`src/rtl/mips_pkg.sv`:
```
// Shared types and constants for the multicycle MIPS memory subsystem.
package mips_pkg;
  localparam int RAM_WORDS  = 128;
  localparam int DEBUG_BASE = 64;

  typedef enum logic [1:0] {IDLE, ISSUE, RESP} arb_state_t;
  typedef enum logic {REQ_CPU = 1'b0, REQ_DBG = 1'b1} requester_t;
endpackage

```
`src/rtl/rr_pick2.sv`:
```
// Two-way round-robin picker; req bit index equals the requester_t encoding.
module rr_pick2
  import mips_pkg::*;
(
  input  logic [1:0] req,
  input  requester_t last,
  output logic       gnt_valid,
  output requester_t gnt_id
);
  always_comb begin
    gnt_valid = |req;
    gnt_id    = REQ_CPU;
    if (req == 2'b11)
      gnt_id = (last == REQ_CPU) ? REQ_DBG : REQ_CPU;
    else if (req[1])
      gnt_id = REQ_DBG;
  end
endmodule

```
`src/rtl/ram_arbiter.sv`:
```
// Arbitrates the unified MIPS RAM between the CPU datapath and the debug/loader port.
module ram_arbiter
  import mips_pkg::*;
#(
  parameter int ADDR_W = 7,
  parameter int DATA_W = 32
) (
  input  logic              clk,
  input  logic              rst,
  input  logic              cpu_req,
  input  logic              cpu_we,
  input  logic [ADDR_W-1:0] cpu_addr,
  input  logic [DATA_W-1:0] cpu_wdata,
  output logic [DATA_W-1:0] cpu_rdata,
  output logic              cpu_ready,
  input  logic              dbg_req,
  input  logic              dbg_we,
  input  logic [ADDR_W-1:0] dbg_addr,
  input  logic [DATA_W-1:0] dbg_wdata,
  output logic [DATA_W-1:0] dbg_rdata,
  output logic              dbg_ready,
  input  logic              dbg_halt,
  output logic              cpu_halted,
  output logic              ram_en,
  output logic              ram_we,
  output logic [ADDR_W-1:0] ram_addr,
  output logic [DATA_W-1:0] ram_wdata,
  input  logic [DATA_W-1:0] ram_rdata
);
  arb_state_t        state_q, state_d;
  requester_t        gnt_q, gnt_d, last_q, last_d, pick_id;
  logic              pick_valid;
  logic              acc_we_q, acc_we_d;
  logic              ram_en_q, ram_en_d, ram_we_q, ram_we_d;
  logic [ADDR_W-1:0] ram_addr_q, ram_addr_d;
  logic [DATA_W-1:0] ram_wdata_q, ram_wdata_d;
  logic              cpu_halted_q, cpu_halted_d;
  logic              cpu_busy, resp;

  // Halt masks the CPU combinationally so a same-cycle halt blocks the grant.
  rr_pick2 u_pick (
    .req      ({dbg_req, cpu_req & ~dbg_halt}),
    .last     (last_q),
    .gnt_valid(pick_valid),
    .gnt_id   (pick_id)
  );

  always_comb begin
    state_d     = state_q;
    gnt_d       = gnt_q;
    last_d      = last_q;
    acc_we_d    = acc_we_q;
    ram_en_d    = ram_en_q;
    ram_we_d    = ram_we_q;
    ram_addr_d  = ram_addr_q;
    ram_wdata_d = ram_wdata_q;
    case (state_q)
      IDLE: begin
        ram_en_d = 1'b0;
        ram_we_d = 1'b0;
        if (pick_valid) begin
          state_d     = ISSUE;
          gnt_d       = pick_id;
          last_d      = pick_id;
          ram_en_d    = 1'b1;
          ram_we_d    = (pick_id == REQ_DBG) ? dbg_we    : cpu_we;
          ram_addr_d  = (pick_id == REQ_DBG) ? dbg_addr  : cpu_addr;
          ram_wdata_d = (pick_id == REQ_DBG) ? dbg_wdata : cpu_wdata;
          acc_we_d    = ram_we_d;
        end
      end
      ISSUE: begin
        state_d  = RESP;
        ram_en_d = 1'b0;
        ram_we_d = 1'b0;
      end
      RESP:    state_d = IDLE;
      default: state_d = IDLE;
    endcase
  end

  assign cpu_busy     = (state_q != IDLE) && (gnt_q == REQ_CPU);
  assign cpu_halted_d = dbg_halt && !cpu_busy;

  always_ff @(posedge clk or negedge rst) begin
    if (!rst) begin
      state_q      <= IDLE;
      gnt_q        <= REQ_DBG;
      last_q       <= REQ_DBG;
      acc_we_q     <= 1'b0;
      ram_en_q     <= 1'b0;
      ram_we_q     <= 1'b0;
      ram_addr_q   <= '0;
      ram_wdata_q  <= '0;
      cpu_halted_q <= 1'b0;
    end else begin
      state_q      <= state_d;
      gnt_q        <= gnt_d;
      last_q       <= last_d;
      acc_we_q     <= acc_we_d;
      ram_en_q     <= ram_en_d;
      ram_we_q     <= ram_we_d;
      ram_addr_q   <= ram_addr_d;
      ram_wdata_q  <= ram_wdata_d;
      cpu_halted_q <= cpu_halted_d;
    end
  end

  // Read data is a pass-through of the RAM port, only exposed for completed reads.
  assign resp       = (state_q == RESP);
  assign cpu_ready  = resp && (gnt_q == REQ_CPU);
  assign dbg_ready  = resp && (gnt_q == REQ_DBG);
  assign cpu_rdata  = (cpu_ready && !acc_we_q) ? ram_rdata : '0;
  assign dbg_rdata  = (dbg_ready && !acc_we_q) ? ram_rdata : '0;
  assign cpu_halted = cpu_halted_q;
  assign ram_en     = ram_en_q;
  assign ram_we     = ram_we_q;
  assign ram_addr   = ram_addr_q;
  assign ram_wdata  = ram_wdata_q;
endmodule

```
`config.mk`:
```
export PLATFORM = sky130hd
export DESIGN_NAME = ram_arbiter
export DESIGN_NICKNAME = d
export VERILOG_FILES = /design/src/rtl/mips_pkg.sv /design/src/rtl/rr_pick2.sv /design/src/rtl/ram_arbiter.sv
export SDC_FILE = /design/constraint.sdc
export NUM_CORES = 1
export LEC_CHECK = 0
export ABC_AREA = 1
export BUFFER_PORTS_ARGS = -buffer_cell sky130_fd_sc_hd__buf_2
export CAP_MARGIN = 30
export CORE_AREA = 2 2 102 104
export DETAILED_ROUTE_END_ITERATION = 6
export DIE_AREA = 0 0 104 106
export HOLD_SLACK_MARGIN = 0.08
export PLACE_DENSITY = 0.63
export SLEW_MARGIN = 20
export SYNTH_ARGS = -nofsm -noshare
export SYNTH_HDL_FRONTEND = slang
export SYNTH_SLANG_ARGS = --single-unit
```
`constraint.sdc`:
```
create_clock -name clk -period 1.3 [get_ports clk]
set_input_delay 0.26 -clock clk [delete_from_list [all_inputs] [get_ports clk]]
set_output_delay 0.26 -clock clk [all_outputs]
set_load 0.05 [all_outputs]
```
==> results of run 1 <==
## state kept, by name, indices dropped and copies added, names as in the netlist
signal / count
acc_we_q: 1
cpu_halted: 1
last_q: 1
ram_addr: 7
ram_en: 1
ram_wdata: 32
ram_we: 1
state_q: 2
## cells in the mapped netlist, drive strengths merged
library cell / n / area, um2
nand2: 131 / 492
nand3: 82 / 410
clkbuf: 12 / 45.0
o21ai: 1 / 5.00
nor2: 65 / 244
a21oi: 2 / 13.8
nor3: 2 / 20.0
dfrtp: 45 / 1130
buf: 15 / 85.1
inv: 118 / 443
dfstp: 1 / 26.3
## timing repair
action | CTS | global route
gates resized for setup | 151 | 44
hold endpoints to repair | 45 | 0
gates cloned | 3 | 2
endpoints found under the setup margin | 108 | 108
hold buffers | 1 | 0
buffers inserted | 15 | 2
pin swaps | 4 | 6
## cells in the final DEF, fill, tap and decap left out, types with 13 or more instances in the layout
master	netlist	final
sky130_fd_sc_hd__buf_2	11	158
sky130_fd_sc_hd__inv_1	116	116
sky130_fd_sc_hd__nand2_1	131	111
sky130_fd_sc_hd__nand3_1	82	70
sky130_fd_sc_hd__nor2_4	0	62
sky130_fd_sc_hd__buf_6	0	54
sky130_fd_sc_hd__dfrtp_1	45	45
sky130_fd_sc_hd__buf_4	4	21
sky130_fd_sc_hd__buf_8	0	20
sky130_fd_sc_hd__nand2_2	0	17
sky130_fd_sc_hd__buf_12	0	13
## critical path, delay by kind of cell, from the launching register on
kind	cells	cell delay, ns
simple gates	3	0.39
flops	1	0.55
buf+inv	3	0.40
## final timing paths
path / to / cells past startpoint / start
hold / removal: ram_wdata[16]$_DFFE_PN0P_ / 5 / cpu_wdata[16]
hold reg to reg: ram_we$_DFFE_PN0P_ / 2 / ram_we$_DFFE_PN0P_
setup reg to reg: ram_wdata[24]$_DFFE_PN0P_ / 10 / last_q$_DFFE_PN1P_
min in group asynchronous: ram_wdata[3]$_DFFE_PN0P_ / 2 / rst
setup / recovery: dbg_rdata[31] / 6 / last_q$_DFFE_PN1P_
max in group asynchronous: last_q$_DFFE_PN1P_ / 3 / rst
## metrics by stage
step | area [um2] | hold WS, ns | util [%]
floorplan | 3440 | -0.0356 | -
global placement | 4910 | 0.0699 | 49.1
detailed placement | 4910 | 0.0677 | 49.1
CTS | 5730 | 0.245 | 57.3
global route | 5940 | 0.264 | 59.4
finish | 5940 | 0.247 | 59.4
## cells by family after synthesis
| family | after synthesis | share of synthesized area [%] |
|---|---|---|
| AND/OR/NAND/NOR | 280 | 40.1 |
| AO/OA/AOI/OAI | 3 | 0.645 |
| buffers and inverters | 145 | 19.7 |
| flip-flops | 46 | 39.6 |
## per-layer routing
layer	wire length, um	GRT usage [%]	vias up
li1	-	-	1874
met1	4330	21.7	1768
met2	6270	37.4	158
met4	87	3.57	2
met5	12	0	-
met3	810	4.78	10
## report_power, final
part	switching (mW)	internal (mW)
combinational	5.61	2.67
sequential	0.413	2.16
clock	0.469	0.430
total	6.50	5.26
## area by class of cell
| cell class | instances | area [um2] |
|---|---|---|
| clock buffer | 7 | 86.3 |
| inverter | 118 | 443 |
| tap | 136 | 170 |
| fill | 926 | 4060 |
| clock inverter | 1 | 5.00 |
| sequential | 46 | 1150 |
| multi-input combinational | 283 | 1820 |
| timing repair buffer | 272 | 2260 |
==> summary.txt, run 1 <==
Outcome
  – Status: finished, violations left
  – Violated checks: setup timing

Worst setup path
  – Type of element capturing the critical path: output pin
  – Sequence of cells on the critical path: inv_2, nor3_4, nand2_4, buf_12, nor2_2, buf_6
  – Stage delay of the slowest cell on the critical path: ~0.55 ns
  – Library cell contributing the largest single delay on the critical path: sky130_fd_sc_hd__dfstp_2
  – Classification of the worst setup path: reg2out
  – Register-to-register setup slack: -0.26 ns
  – Launching element type of the critical path: flip-flop
  – Required @ worst endpoint: ~1.0 ns
  – Maximum fanout count along the critical path: 14
  – Critical path arrival: between 1.5 and 2 ns

Place
  – Worst slack at placement: -0.374 ns
  – RD Place Congestion: between 0.8 and 0.9
  – Post-Place Cells: 834
  – Sum of net half-perimeters after detailed placement: between 7000 and 8000 um
  – Port buffer count: ~220

Cells and area
  – Layout cell share with drive strength beyond 1: 52.3%
  – Cell Count, Final, Fillers Out: about 860
  – Layout-stage area growth over the synthesis result: 104%
  – Nets@finish: about 840
  – Number of antenna repair diodes: 0

Clock tree
  – Clock tree from TritonCTS: built
  – Maximum count of clock buffers along a single path: 2
  – Clock Latency Late Sink: approximately 0.30 ns
  – H-Tree Depth: 2
  – Number of buffers created by CTS: 5
  – Clock Sink Count: between 40 and 50
  – Clock-pin transition on the worst setup and hold timing paths: approximately 0.090 ns
  – Root buffer cell: sky130_fd_sc_hd__clkbuf_8

GRT
  – Initial antenna violation count: 1
  – Wire length of the first global-routing pass: between 15000 and 20000 um
  – Pin count of the biggest net entering global routing: 29
  – Overall Global Routing Usage: approximately 19%
  – Remaining global-route overflow: 0
  – Via count of the first global-routing pass: 3685

Detailed routing
  – Wire length per cell: approximately 13 um
  – Detailed-route vias per instance: about 4.4
  – Vias: about 3800
  – Remaining antenna violation count: 0
  – Number of search-and-repair iterations in the first detailed-routing pass: 5
  – Final wirelength: 11500 um
  – 1st-iter DRT viols: around 120
  – DRC violation count after routing: 0

Logic synthesis
  – Post-synthesis sequential area ratio: 39.6%
  – Yosys Warn Count: 0
  – Synthesized cell area: roughly 0.0029 mm2
  – Post-synthesis average cell area: roughly 6.1 um2
  – Number of distinct standard cells referenced by the synthesized netlist: 14
  – Post-synthesis sequential element count: 46
  – Synthesized netlist net count: just under 600
  – Post-Synthesis Cells: around 470

STA
  – Count of final max-slew check failures: 0
  – Transition time at the pin with the least slew margin: 0.292 ns
  – Unrepaired setup endpoints after global routing: yes
  – Setup Total Neg Slack: -45.32 ns
  – Worst rel slew slack: a little over 80%
  – Final hold violation count: 0
  – Post-route setup slack: -0.607 ns
  – Final setup violation count: 108
  – Final worst path period share: 147%
  – Final worst clock skew: 0.0110 ns
  – Max Freq: approximately 0.52 GHz
  – Fin crit period: between 1.5 and 2 ns

Die
  – Die ar.: about 0.011 mm2
  – Site row count: 37
  – Floorplan core area: roughly 0.01 mm2
  – Starting density of the core: roughly 29%
  – Width of the chip: between 100 and 150 um
  – Number of top-level design ports: about 230
  – Overall die height: about 110 um

Pwr
  – Overall power of the completed layout: approximately 12 mW
  – Pleak: between 3 and 4 nW
  – Peak supply drop: around 0.0012 V
  – Ratio of total power to cell area: between 1500 and 2000 mW/mm2

Job
  – Max Cap Viol: 0

Hold path
  – Tightest Hold Check Type: in2reg
No activity file was read; power rests on OpenSTA's default activity.
==> run 2, diff against run 1 <==
--- a/config.mk
+++ b/config.mk
@@ -12,7 +12,7 @@
 export DETAILED_ROUTE_END_ITERATION = 6
 export DIE_AREA = 0 0 104 106
 export HOLD_SLACK_MARGIN = 0.08
-export PLACE_DENSITY = 0.63
+export PLACE_DENSITY = 0.65
 export SLEW_MARGIN = 20
 export SYNTH_ARGS = -nofsm -noshare
 export SYNTH_HDL_FRONTEND = slang
==> constraint.sdc (replaced) <==
create_clock -name clk -period 1.6 [get_ports clk]
set_input_delay 0.32 -clock clk [delete_from_list [all_inputs] [get_ports clk]]
set_output_delay 0.32 -clock clk [all_outputs]
set_load 0.05 [all_outputs]
==> run 2 against run 1 <==
Net effect: the flow still finishes with violations (setup timing); core utilization fell by 4.5 points; sequential power fell by 19%; cell count fell by 2.4%; non-clock buffer count fell by 21; worst setup slack improved by 0.24 ns; largest cell class unchanged; design area fell by 7.5%; largest power group unchanged; combinational power fell by 26%.
==> summary.txt, run 2 (synthesized netlist as in run 1, its figures left out) <==
Die
  – Overall die height: 106 um (unchanged)
  – Site row count: 37 (unchanged)
  – Width of the chip: 104 um (unchanged)
  – Starting density of the core: 29.1% (unchanged)
  – Die ar.: 0.0110 mm2 (unchanged)
  – Floorplan core area: 0.0100 mm2 (unchanged)
  – Number of top-level design ports: 225 (unchanged)

Worst setup path
  – Maximum fanout count along the critical path: 15 (+1)
  – Cell depth of the worst flop-to-flop path: 7 (-3)
  – Beginning of the worst register-to-register path: last_q$_DFFE_PN1P_
  – Register-to-register setup slack: 0.12 ns (+0.38 ns)
  – Launching element type of the critical path: flip-flop
  – Required @ worst endpoint: 1.28 ns (+0.24 ns)
  – Type of element capturing the critical path: output pin
  – Critical path arrival: 1.64 ns (about the same)
  – FF-to-FF End: ram_wdata[10]$_DFFE_PN0P_
  – Worst setup startpoint: last_q$_DFFE_PN1P_
  – Classification of the worst setup path: reg2out

Cells and area
  – Layout-stage area growth over the synthesis result: 88.7%
  – Leading cell type in the layout, fill and taps excluded: sky130_fd_sc_hd__buf_2
  – Number of antenna repair diodes: 0 (unchanged)
  – Max FFs per register: 32 (unchanged)
  – Area of all placed cells without fillers: 0.00549 mm2 (-7.5%)
  – Core Util, Final: 54.9% (-4.5 points)
  – Layout cell share with drive strength beyond 1: 46.9% (-5.4 points)
  – Cell Count, Final, Fillers Out: 842 (-2.4%)
  – Most frequent cells in the layout: sky130_fd_sc_hd__buf_2 (158), sky130_fd_sc_hd__nand2_1 (128), sky130_fd_sc_hd__inv_1 (116), sky130_fd_sc_hd__nand3_1 (81), sky130_fd_sc_hd__nor2_4 (62)
  – Nets@finish: 822 (-2.5%)

Pwr
  – Net Sw Frac: 56.8% (+1.5 points)
  – Switching power of the nets: 5.11 mW (-21%)
  – Portion of total power attributed to the clock network: 8.2% (+0.6 points)
  – Combinational power share: 68.6% (-1.9 points)
  – Seq pwr share: 23.3% (+1.4 points)
  – Peak supply drop: 0.000755 V (-39%)
  – Ratio of total power to cell area: 1640 mW/mm2 (-17%)
  – Pleak: 3.19 nW (-5.5%)
  – Internal power summed over all cells: 3.88 mW (-26%)
  – Overall power of the completed layout: 8.99 mW (-24%)

STA
  – Fin crit period: between 1.5 and 2 ns
  – Unrepaired setup endpoints after global routing: yes
  – Final setup violation count: 66 (-39%)
  – Worst rel slew slack: 81.6% (+1.1 points)
  – Count of final max-slew check failures: 0 (unchanged)
  – Post-route setup slack: -0.364 ns (+0.243 ns)
  – Setup Total Neg Slack: -20.68 ns (+24.64 ns)
  – Final worst clock skew: 0.0122 ns (+0.00116 ns)
  – Final hold violation count: 0 (unchanged)
  – Final worst path period share: 123%
  – Max Freq: 0.509 GHz
  – Transition time at the pin with the least slew margin: 0.276 ns (-0.0158 ns)

Detailed routing
  – Wire length per cell: 12.6 um (-5.8%)
  – Final wirelength: 10600 um (-8.1%)
  – Detailed-route vias per instance: 4.28 (-3.2%)
  – 1st-iter DRT viols: 127 (+10%)
  – Number of search-and-repair iterations in the first detailed-routing pass: 4 (-1)
  – Vias: 3601 (-5.5%)
  – Remaining antenna violation count: 0 (unchanged)
  – DRC violation count after routing: 0 (unchanged)

Clock tree
  – H-Tree Depth: 2 (unchanged)
  – Root buffer cell: sky130_fd_sc_hd__clkbuf_8
  – Clock tree from TritonCTS: built
  – Clock Sink Count: 46 (unchanged)
  – Clock-pin transition on the worst setup and hold timing paths: 0.08 ns (about the same)
  – Number of buffers created by CTS: 5 (unchanged)
  – Maximum count of clock buffers along a single path: 2 (unchanged)
  – Clock Latency Late Sink: 0.30 ns (about the same)

Job
  – Max Cap Viol: 0 (unchanged)

Hold path
  – Tightest Hold Check Type: in2reg
  – Count of cells along the worst hold path: 3 (-2)
  – Hold worst-path end: cpu_halted$_DFF_PN0_
  – Startpoint of the lowest-slack hold path: dbg_halt

Place
  – Sum of net half-perimeters after detailed placement: 7650 um (-4.2%)
  – Post-Place Cells: 829 (-0.60%)
  – Placed instance area: 0.00484 mm2 (-1.5%)
  – RD Place Congestion: 0.827 (-3.4%)
  – Port buffer count: 224 (unchanged)

GRT
  – Pin count of the biggest net entering global routing: 47 (+62%)
  – Overall Global Routing Usage: 18.4% (-1.0 points)
  – Wire length of the first global-routing pass: 16700 um (-5.0%)
  – Initial antenna violation count: 0 (-1)
  – Remaining global-route overflow: 0 (unchanged)
  – Via count of the first global-routing pass: 3438 (-6.7%)

Outcome
  – Status: finished, violations left
  – Violated checks: setup timing
==> run 2: critical path, stage by stage (launching register included) <==
cell                      delay, ns
sky130_fd_sc_hd__dfstp_2       0.56
sky130_fd_sc_hd__inv_2         0.05
sky130_fd_sc_hd__nor3_4        0.16
sky130_fd_sc_hd__nand2_4       0.10
sky130_fd_sc_hd__buf_12        0.18
sky130_fd_sc_hd__nor2_4        0.13
sky130_fd_sc_hd__buf_6         0.16
==> run 2: power by group through the flow <==
stage          Sequential (mW)  Clock [mW]  Combinational [mW]
3_5_place_dp              2.10           0                5.75
6_report                  2.09       0.734                6.17
5_1_grt                   2.16       0.825                6.53
2_1_floorplan             3.93           0                2.40
4_1_cts                   2.10       0.773                6.06
3_3_place_gp              2.09           0                5.70
==> run 2: metal layers <==
| metal | track usage [%] | part of all wire (%) |
|---|---|---|
| met1 | 23.3 | 43 |
| met2 | 33.2 | 52 |
| met3 | 3.25 | 5.3 |
| met4 | 2.90 | 0.43 |
| met5 | 0 | 0 |
==> run 2: stage by stage <==
step	hold WS, ns	setup WS, ns
2_1_floorplan	0.0244	-0.463
4_1_cts	0.303	-0.358
3_3_place_gp	0.318	-0.0918
3_5_place_dp	0.325	-0.120
6_report	0.311	-0.364
5_1_grt	0.316	-0.445
==> run 2: layout make-up <==
| type | count | area, um2 |
|---|---|---|
| timing repair buffer | 251 | 1940 |
| tap | 136 | 170 |
| multi-input combinational | 283 | 1700 |
| sequential | 46 | 1150 |
| inverter | 118 | 443 |
| clock inverter | 1 | 5.00 |
| fill | 916 | 4510 |
| clock buffer | 7 | 86.3 |
==> run 2: worst max path at each step <==
stage | end | slack (ns) | cells after the start
global route | dbg_rdata[31] | -0.45 | 6
CTS | dbg_rdata[21] | -0.36 | 6
global placement | dbg_rdata[10] | -0.09 | 6
finish | dbg_rdata[21] | -0.36 | 6
detailed placement | dbg_rdata[21] | -0.12 | 6
floorplan | dbg_rdata[10] | -0.46 | 5
==> run 2: what timing repair did <==
action / 4_1_cts / 5_1_grt
setup endpoints to repair: 67 / 70
cloned: 0 / 2
buffers inserted: 3 / 0
endpoints found under the hold margin: 45 / 0
resized for setup: 133 / 18
hold buffers: 1 / 0
pin swaps: 0 / 5
==> run 3, diff against run 2 <==
==> constraint.sdc (replaced) <==
create_clock -name clk -period 1.8 [get_ports clk]
set_input_delay 0.36 -clock clk [delete_from_list [all_inputs] [get_ports clk]]
set_output_delay 0.36 -clock clk [all_outputs]
set_load 0.05 [all_outputs]
==> run 3 against run 2 <==
Net effect: the flow still finishes with violations (setup timing); core utilization decreased by 1.0 points; cell count shrank 0.71%; power fell by 13%; combinational power decreased by 13%; non-clock buffer count shrank 6; die area did not move; sequential power is 11% lower; via count barely moved; critical endpoint is now dbg_rdata[31]; largest cell class unchanged.
==> summary.txt, run 3 (synthesized netlist as in run 1, its figures left out) <==
Outcome
  – Status: finished, violations left
  – Violated checks: setup timing

Die
  – Site row count: 37 (unchanged)
  – Overall die height: 106 um (unchanged)
  – Width of the chip: 104 um (unchanged)
  – Number of top-level design ports: 225 (unchanged)
  – Floorplan core area: 0.0100 mm2 (unchanged)
  – Starting density of the core: 29.1% (unchanged)
  – Die ar.: 0.0110 mm2 (unchanged)

Pwr
  – Combinational power share: 68.2% (-0.4 points)
  – Ratio of total power to cell area: 1460 mW/mm2 (-11%)
  – Peak supply drop: 0.000784 V (+3.8%)
  – Seq pwr share: 23.7% (+0.4 points)
  – Internal power summed over all cells: 3.35 mW (-14%)
  – Portion of total power attributed to the clock network: 8.1% (about the same)
  – Switching power of the nets: 4.50 mW (-12%)
  – Overall power of the completed layout: 7.86 mW (-13%)
  – Pleak: 3.14 nW (-1.4%)
  – Net Sw Frac: 57.3% (+0.51 points)

Place
  – Placed instance area: 0.00476 mm2 (-1.6%)
  – Post-Place Cells: 822 (-0.84%)
  – Port buffer count: 224 (unchanged)
  – Sum of net half-perimeters after detailed placement: 7640 um (-0.18%)
  – RD Place Congestion: 0.829 (+0.25%)

Hold path
  – Count of cells along the worst hold path: 3 (unchanged)
  – Tightest Hold Check Type: in2reg

Detailed routing
  – Remaining antenna violation count: 0 (unchanged)
  – Detailed-route vias per instance: 4.31 (+0.66%)
  – Number of search-and-repair iterations in the first detailed-routing pass: 4 (unchanged)
  – Wire length per cell: 12.4 um (-1.0%)
  – DRC violation count after routing: 0 (unchanged)
  – Final wirelength: 10400 um (-1.7%)
  – 1st-iter DRT viols: 148 (+17%)
  – Vias: 3599 (-0.056%)

STA
  – Final setup violation count: 64 (-3.0%)
  – Post-route setup slack: -0.215 ns (+0.150 ns)
  – Worst rel slew slack: 72.7% (-8.9 points)
  – Max Freq: just under 0.5 GHz
  – Setup Total Neg Slack: -8.11 ns (+12.56 ns)
  – Fin crit period: about 2.0 ns
  – Count of final max-slew check failures: 0 (unchanged)
  – Transition time at the pin with the least slew margin: 0.409 ns (+0.133 ns)
  – Final worst clock skew: 0.00377 ns (-0.00838 ns)
  – Final worst path period share: 112%
  – Unrepaired setup endpoints after global routing: yes
  – Final hold violation count: 0 (unchanged)

GRT
  – Met2 Use GR: 33.6% (+0.33 points)
  – Wire length of the first global-routing pass: 16800 um (+0.83%)
  – Remaining global-route overflow: 0 (unchanged)
  – Overall Global Routing Usage: 18.5% (+0.17 points)
  – GR Layer Usage met1: 22.6% (-0.71 points)
  – Pin count of the biggest net entering global routing: 44 (-6.4%)
  – Initial antenna violation count: 0 (unchanged)
  – Via count of the first global-routing pass: 3504 (+1.9%)
  – Met3 track utilization from global routing: 3.86% (+0.61 points)
  – Global route hottest layer: met2

Clock tree
  – Clock Latency Late Sink: 0.29 ns (about the same)
  – Number of buffers created by CTS: 5 (unchanged)
  – Clock-pin transition on the worst setup and hold timing paths: 0.08 ns (about the same)
  – H-Tree Depth: 2 (unchanged)
  – Clock Sink Count: 46 (unchanged)
  – Clock tree from TritonCTS: built
  – Root buffer cell: sky130_fd_sc_hd__clkbuf_8
  – Maximum count of clock buffers along a single path: 2 (unchanged)

Worst setup path
  – Classification of the worst setup path: reg2out
  – Stage delay of the slowest cell on the critical path: 0.58 ns (+0.02 ns)
  – Type of element capturing the critical path: output pin
  – Sequence of cells on the critical path: inv_2, nor3_4, nand2_4, buf_12, nor2_2, buf_6
  – Library cell contributing the largest single delay on the critical path: sky130_fd_sc_hd__dfstp_2
  – Critical path arrival: 1.65 ns (about the same)
  – Maximum fanout count along the critical path: 17 (+2)
  – Required @ worst endpoint: 1.44 ns (+0.16 ns)
  – Cell depth of the worst flop-to-flop path: 7 (unchanged)
  – Launching element type of the critical path: flip-flop

Cells and area
  – Nets@finish: 816 (-0.73%)
  – Layout-stage area growth over the synthesis result: 85.3%
  – Max FFs per register: 32 (unchanged)
  – Fillcell total: 944 (+3.1%)
  – Area of all placed cells without fillers: 0.00539 mm2 (-1.8%)
  – Number of antenna repair diodes: 0 (unchanged)
  – Cell Count, Final, Fillers Out: 836 (-0.71%)
  – Most frequent cells in the layout: sky130_fd_sc_hd__buf_2 (160), sky130_fd_sc_hd__nand2_1 (129), sky130_fd_sc_hd__inv_1 (116), sky130_fd_sc_hd__nand3_1 (81), sky130_fd_sc_hd__nor2_4 (62)
  – Layout cell share with drive strength beyond 1: 46.3% (-0.60 points)
  – Core Util, Final: 53.9% (-1.0 points)
  – Leading cell type in the layout, fill and taps excluded: sky130_fd_sc_hd__buf_2

Job
  – Max Cap Viol: 0 (unchanged)
run 3: cell count changes in the layout (fill, tap and decap cells not counted), sizes merged:
| cell | delta |
|---|---|
| clkbuf | -1 |
| buf | -5 |
run 3: worst max-delay path: cells and delay by family (launching register included):
kind / cells / cell delay (ns)
buf+inv: 3 / 0.42
flops: 1 / 0.58
simple gates: 3 / 0.37
run 3: layout make-up:
class | count | area (um2) | share of cell area (%)
Sequential cell | 46 | 1150 | 21.4
Clock inverter | 1 | 5.00 | 0.0928
Clock buffer | 7 | 86.3 | 1.60
Multi-Input combinational cell | 283 | 1700 | 31.4
Timing Repair Buffer | 245 | 1840 | 34.1
Tap cell | 136 | 170 | 3.16
Inverter | 118 | 443 | 8.22
run 3: path summary, 6_finish.rpt:
| kind | end | slack [ns] | start |
|---|---|---|---|
| max | dbg_rdata[31] | -0.21 | last_q$_DFFE_PN1P_ |
| min | cpu_halted$_DFF_PN0_ | 0.36 | dbg_halt |
| max reg2reg | ram_wdata[22]$_DFFE_PN0P_ | 0.26 | last_q$_DFFE_PN1P_ |
| max in group asynchronous | ram_wdata[9]$_DFFE_PN0P_ | 0.78 | rst |
| min reg2reg | ram_wdata[27]$_DFFE_PN0P_ | 0.47 | ram_wdata[27]$_DFFE_PN0P_ |
| min in group asynchronous | ram_wdata[2]$_DFFE_PN0P_ | 0.48 | rst |
run 3: timing repair:
action,in CTS,in global routing
setup endpoints to repair,64,65
setup buffers,2,1
hold endpoints to repair,9,0
pin swaps,1,2
hold buffers,1,0
resized for setup,129,13
gates cloned,1,1
run 3: power by group through the flow:
stage | registers [mW] | clock network, mW | logic, mW
final | 1.86 | 0.636 | 5.36
after global routing | 1.92 | 0.730 | 5.69
after CTS | 1.86 | 0.685 | 5.29
after detailed placement | 1.87 | 0 | 4.98
after global placement | 1.87 | 0 | 4.94
after floorplan | 3.50 | 0 | 2.13
run 3: per-stage QoR:
stage,setup WS (ns),hold slack (ns)
after CTS,-0.211,0.340
after global placement,0.0281,0.258
after global routing,-0.321,0.353
final,-0.215,0.355
after detailed placement,0.00826,0.258
after floorplan,-0.303,0.0644
run 3: metal layers:
layer	vias up	share of wire, %	wire length (um)
met4	0	1.3	133
li1	1820	-	-
met5	-	0	0
met2	142	50	5200
met3	8	6.8	702
met1	1629	42	4360
